===== config.mk =====
export PLATFORM = sky130hd
export DESIGN_NAME = turn_executor
export DESIGN_NICKNAME = d
export VERILOG_FILES = /design/src/rtl/car_pkg.sv /design/src/rtl/rise_detect.sv /design/src/rtl/turn_executor.sv
export SDC_FILE = /design/constraint.sdc
export NUM_CORES = 1
export LEC_CHECK = 0
export ABC_AREA = 1
export CORE_AREA = 2 2 59 61
export CTS_BUF_LIST = sky130_fd_sc_hd__clkbuf_16
export CTS_CLUSTER_DIAMETER = 150
export DETAILED_ROUTE_END_ITERATION = 10
export DIE_AREA = 0 0 61 63
export PLACE_DENSITY = 0.74
export SKIP_LAST_GASP = 1
export SYNTH_ARGS = -nofsm -noshare
export SYNTH_HDL_FRONTEND = slang
export SYNTH_SLANG_ARGS = --single-unit

===== constraint.sdc =====
create_clock -name clk -period 1.59 [get_ports clk]
set_input_delay 0.159 -clock clk [delete_from_list [all_inputs] [get_ports clk]]
set_output_delay 0.159 -clock clk [all_outputs]
set_load 0.02 [all_outputs]

===== src/rtl/car_pkg.sv =====
// Shared definitions for the car chassis control blocks: FSM state and turn
// direction encodings, default turn timings and trigger bit positions.
package car_pkg;

    typedef enum logic [1:0] {
        IDLE   = 2'b00,
        TURN   = 2'b01,
        SETTLE = 2'b10
    } state_t;

    typedef enum logic [1:0] {
        DIR_LEFT  = 2'b00,
        DIR_RIGHT = 2'b01,
        DIR_BACK  = 2'b10
    } dir_t;

    // Default timings at the 500 Hz system clock, also used by the semi-auto generator
    localparam int DEFAULT_TURN_90_CYCLES  = 450;
    localparam int DEFAULT_TURN_180_CYCLES = 900;
    localparam int DEFAULT_SETTLE_CYCLES   = 25;

    // Bit positions of the turn triggers in the packed trigger vector
    localparam int TRIG_LEFT  = 0;
    localparam int TRIG_RIGHT = 1;
    localparam int TRIG_BACK  = 2;

    // Resolves simultaneous rises: back wins over left, left wins over right
    function automatic dir_t pick_dir(input logic [2:0] rise);
        if (rise[TRIG_BACK])
            return DIR_BACK;
        else if (rise[TRIG_LEFT])
            return DIR_LEFT;
        else
            return DIR_RIGHT;
    endfunction

endpackage


===== src/rtl/rise_detect.sv =====
// Per-bit rising-edge detector. The previous value is registered every cycle
// regardless of any enable, so a level that stays high never produces a
// second rise.
module rise_detect #(
    parameter int WIDTH = 3
) (
    input  logic             clk,
    input  logic             rst_n,
    input  logic [WIDTH-1:0] trig,
    output logic [WIDTH-1:0] rise
);

    logic [WIDTH-1:0] prev;

    // Remember last cycle's trigger levels; cleared by reset so a level already high counts as a rise
    always_ff @(posedge clk) begin
        if (!rst_n)
            prev <= '0;
        else
            prev <= trig;
    end

    assign rise = trig & ~prev;

endmodule


===== src/rtl/turn_executor.sv =====
// Turn executor: accepts one-shot turn triggers while idle, drives the motor
// direction for a fixed number of cycles, waits a settle period, then pulses
// turn_done. Forward motion is gated off whenever a turn is in progress.
module turn_executor
    import car_pkg::*;
#(
    parameter int TURN_90_CYCLES  = DEFAULT_TURN_90_CYCLES,
    parameter int TURN_180_CYCLES = DEFAULT_TURN_180_CYCLES,
    parameter int SETTLE_CYCLES   = DEFAULT_SETTLE_CYCLES,
    parameter int CNT_W           = 16
) (
    input  logic clk,
    input  logic rst_n,
    input  logic enable,
    input  logic trigger_turn_left,
    input  logic trigger_turn_right,
    input  logic trigger_turn_back,
    input  logic in_move_forward,
    output logic is_turning,
    output logic turn_left,
    output logic turn_right,
    output logic move_forward,
    output logic turn_done
);

    state_t           state;
    dir_t             dir;
    dir_t             new_dir;
    logic [CNT_W-1:0] count;
    logic [2:0]       trig;
    logic [2:0]       rise;
    logic             accepted_rise;

    assign trig[TRIG_LEFT]  = trigger_turn_left;
    assign trig[TRIG_RIGHT] = trigger_turn_right;
    assign trig[TRIG_BACK]  = trigger_turn_back;

    rise_detect #(
        .WIDTH(3)
    ) u_rise_detect (
        .clk  (clk),
        .rst_n(rst_n),
        .trig (trig),
        .rise (rise)
    );

    assign accepted_rise = (state == IDLE) & enable & (|rise);
    assign new_dir       = pick_dir(rise);

    // Turn sequencer: state, down-counter, latched direction and all registered outputs
    always_ff @(posedge clk) begin
        if (!rst_n) begin
            state        <= IDLE;
            dir          <= DIR_LEFT;
            count        <= '0;
            is_turning   <= 1'b0;
            turn_left    <= 1'b0;
            turn_right   <= 1'b0;
            move_forward <= 1'b0;
            turn_done    <= 1'b0;
        end else begin
            turn_done    <= 1'b0;
            move_forward <= in_move_forward & enable & (state == IDLE) & ~accepted_rise;
            if (!enable) begin
                state      <= IDLE;
                count      <= '0;
                is_turning <= 1'b0;
                turn_left  <= 1'b0;
                turn_right <= 1'b0;
            end else begin
                case (state)
                    IDLE: begin
                        if (accepted_rise) begin
                            state      <= TURN;
                            dir        <= new_dir;
                            count      <= (new_dir == DIR_BACK) ? CNT_W'(TURN_180_CYCLES - 1)
                                                                : CNT_W'(TURN_90_CYCLES - 1);
                            is_turning <= 1'b1;
                            turn_left  <= (new_dir != DIR_RIGHT);
                            turn_right <= (new_dir == DIR_RIGHT);
                        end
                    end
                    TURN: begin
                        if (count == '0) begin
                            state      <= SETTLE;
                            count      <= CNT_W'(SETTLE_CYCLES - 1);
                            turn_left  <= 1'b0;
                            turn_right <= 1'b0;
                        end else begin
                            count      <= count - CNT_W'(1);
                            turn_left  <= (dir != DIR_RIGHT);
                            turn_right <= (dir == DIR_RIGHT);
                        end
                    end
                    SETTLE: begin
                        if (count == '0) begin
                            state      <= IDLE;
                            is_turning <= 1'b0;
                            turn_done  <= 1'b1;
                        end else begin
                            count <= count - CNT_W'(1);
                        end
                    end
                    default: begin
                        state      <= IDLE;
                        count      <= '0;
                        is_turning <= 1'b0;
                        turn_left  <= 1'b0;
                        turn_right <= 1'b0;
                    end
                endcase
            end
        end
    end

endmodule


==> summary.md <==
| Metric | Value |
|---|---|
| Core Footprint | `0.00323 mm^2` |
| Post-route ant nets | `0` |
| Synth area leader | `dfxtp_1` |
| Std cell rows | `21` |
| Synthesized area per cell | `6.33 um^2` |
| Synth async-reset ratio | `0` |
| Worst setup EP type | `register` |
| I/O pins | `12` |
| Hold-fix buffers at CTS | `0` |
| Crit share post-route | `1.01` |
| Total power | `2.27 mW` |
| RSZ-0062 raised after global routing | `yes` |
| Area grow syn2layout | `40.8%` |
| Failing checks | `setup timing` |
| Least-Margin Pin Slew | `0.460 ns` |
| Die boundary width | `61 um` |
| Lkg Pwr | `1.08 nW` |
| Top post-synthesis cells by area | `dfxtp_1, nand2_1, nor2_1, inv_1, a21oi_1` |
| Register area | `571 um^2` |
| Count leader, synth | `nand2_1` |
| # diodes | `0` |
| Filler-free cell count of the finished design | `343` |
| Clk Latency, worst-skew pair | `0.27 ns` |
| Placed wire-length estimate | `2.69 mm` |
| Largest net degree at the start of global routing | `17` |
| WHS | `0.428 ns` |
| Worst slack, placed | `0.00584 ns` |
| DRC violation total after the first TritonRoute iteration | `99` |
| Area share of the largest cell type after synthesis | `0.351` |
| Final nets | `307` |
| Die area | `0.00384 mm^2` |
| Post-route design area | `0.00225 mm^2` |
| WL per Instance | `12.3 um` |
| Worst min-delay path class | `input port to register` |
| Cts bufs inserted | `3` |
| Cell area after synthesis | `0.00160 mm^2` |
| Worst Setup Start Kind | `register` |
| CTS max path bufs | `2` |
| First-pass iteration count of the detailed router | `4` |
| Post-route DRC | `0` |
| Total congestion overflow | `0` |
| Max-Cap Viols | `0` |
| Vias | `1,692` |
| Setup-failing EPs final | `5` |
| Vias per cell | `4.93` |
| Routed Wire Length | `4.22 mm` |
| GP Congestion | `0.872` |
| First-pass GRT wire length | `6.34 mm` |
| Worst Clk Skew | `0.00151 ns` |
| Synth Warn # | `0` |
| Min cycle time layout | `1.61 ns` |
| Gate Count Post-Synth | `252` |
| CTS Sinks | `28` |
| Fmax | `622 MHz` |
| Tot GR Track Use | `0.213` |
| Initial antenna violation count | `0` |
| Pwr/cell area | `1010 mW/mm^2` |
| Filler Cell Count | `256` |
| Post-synth EDFFs | `0` |
| Final Slew Violations | `0` |
| Unique masters post-synth | `26` |
| Root buffer selected by CTS | `clkbuf_16` |
| Critical Path AT | `1.81 ns` |
| Vias in the first global route | `1,511` |
| Slew HR | `0.690` |
| Max VDD drop | `0.808 mV` |
| Placed cells | `328` |
| Final Hold Viols | `0` |
| Multi-input combinational cell area | `988 um^2` |
| Critical path class | `register to register` |
| Synth Net Count | `261` |
| H-tree depth | `1` |
| IO Port Bufs | `11` |
| Critical Path RT | `1.79 ns` |
| Yosys reg bits | `28` |
| Die Ht | `63 um` |
| Placed Instance Area | `0.00191 mm^2` |
| Status | `finished, violations left` |
| Seq/Total Area, Yosys | `0.351` |
| CP max FO | `6` |
| Synth cell count leaders | `nand2_1, nor2_1, inv_1, dfxtp_1, a21oi_1` |
| Share of layout cells above drive strength 1 | `0.303` |
| Setup ws final | `-0.0181 ns` |
| CTS tree | `yes` |
| Clk slew on worst S/H paths | `0.07 ns` |
| Initial core utilization | `0.494` |
| Synth Flop Type | `dfxtp_1` |
-- logic make-up after synthesis --
group           Yosys count  share of synthesized area
compound gates           29                      0.107
xor+xnor                  1                    0.00549
fa+ha+maj                 2                     0.0157
buf+inv                  36                     0.0980
flops                    28                      0.351
simple gates            156                      0.423
-- worst paths after layout --
check,start,to,slack (ns),cells after the start
max reg2reg,count[3],count[5],-0.02,9
min,in_move_forward,move_forward,0.43,3
min reg2reg,dir[0],dir[0],0.46,2
max,count[3],count[5],-0.02,9
-- timing repair --
item,CTS,global route
pin swaps,0,18
gates cloned,0,1
gates resized for setup,2,42
setup endpoints to repair,13,17
setup buffers,1,9
-- per-stage QoR --
step / TNS, ns / util
6_report: -0.0294 / 0.695
5_1_grt: -1.23 / 0.695
4_1_cts: 0 / 0.628
3_5_place_dp: 0 / 0.591
3_3_place_gp: 0 / 0.591
2_1_floorplan: 0 / -
-- routing by layer --
| layer | track usage | vias up | part of all wire |
|---|---|---|---|
| li1 | - | 872 | - |
| met1 | 0.263 | 765 | 0.41 |
| met2 | 0.374 | 43 | 0.51 |
| met3 | 0.0435 | 12 | 0.053 |
| met4 | 0.0435 | 0 | 0.030 |
| met5 | 0 | - | 0 |
-- final cells by class --
cell class                      instances  area share
Clock buffer                            3      0.0334
Inverter                               33      0.0574
Sequential cell                        28       0.254
Tap cell                               46      0.0256
Timing Repair Buffer                   44       0.176
Clock inverter                          1      0.0134
Multi-Input combinational cell        188       0.440
-- registers in the layout, summed over array words and instances (netlist names) --
| signal | flops |
|---|---|
| count | 16 |
| dir | 2 |
| is_turning | 1 |
| move_forward | 1 |
| state | 2 |
| turn_done | 1 |
| turn_left | 1 |
| turn_right | 1 |
| u_rise_detect.prev | 3 |
-- where the power goes --
| part | leakage [nW] | internal, mW | switching (mW) | total [mW] |
|---|---|---|---|---|
| logic | 0.794 | 0.326 | 0.415 | 0.742 |
| registers | 0.232 | 0.737 | 0.0273 | 0.765 |
| clock network | 0.0511 | 0.502 | 0.259 | 0.762 |
-- worst max-delay path, cell delays in order (launching register included) --
cell,delay [ns]
dfxtp_1,0.37
nor2_4,0.18
nand2_2,0.07
nor2_2,0.09
nand2_2,0.11
o21ai_4,0.23
buf_4,0.16
clkbuf_16,0.14
o21ai_0,0.07
a21oi_1,0.12
-- layout by cell type (no fill, tap or decap), types with 2 or more instances in the layout --
cell type	n
nand2_1	85
buf_4	29
inv_1	27
nor2_1	22
dfxtp_1	20
a21oi_1	17
nand3_1	12
clkdlybuf4s50_1	11
nand2_2	10
nor2_2	8
dfxtp_2	8
o21ai_0	7
nor2_4	6
inv_2	5
clkbuf_16	4
nand3_2	3
nand2_4	2
o21ai_4	2
nor3_2	2
or2_2	2
nand4_1	2
ha_4	2
buf_6	2
Power figures use the tool's default switching activity.
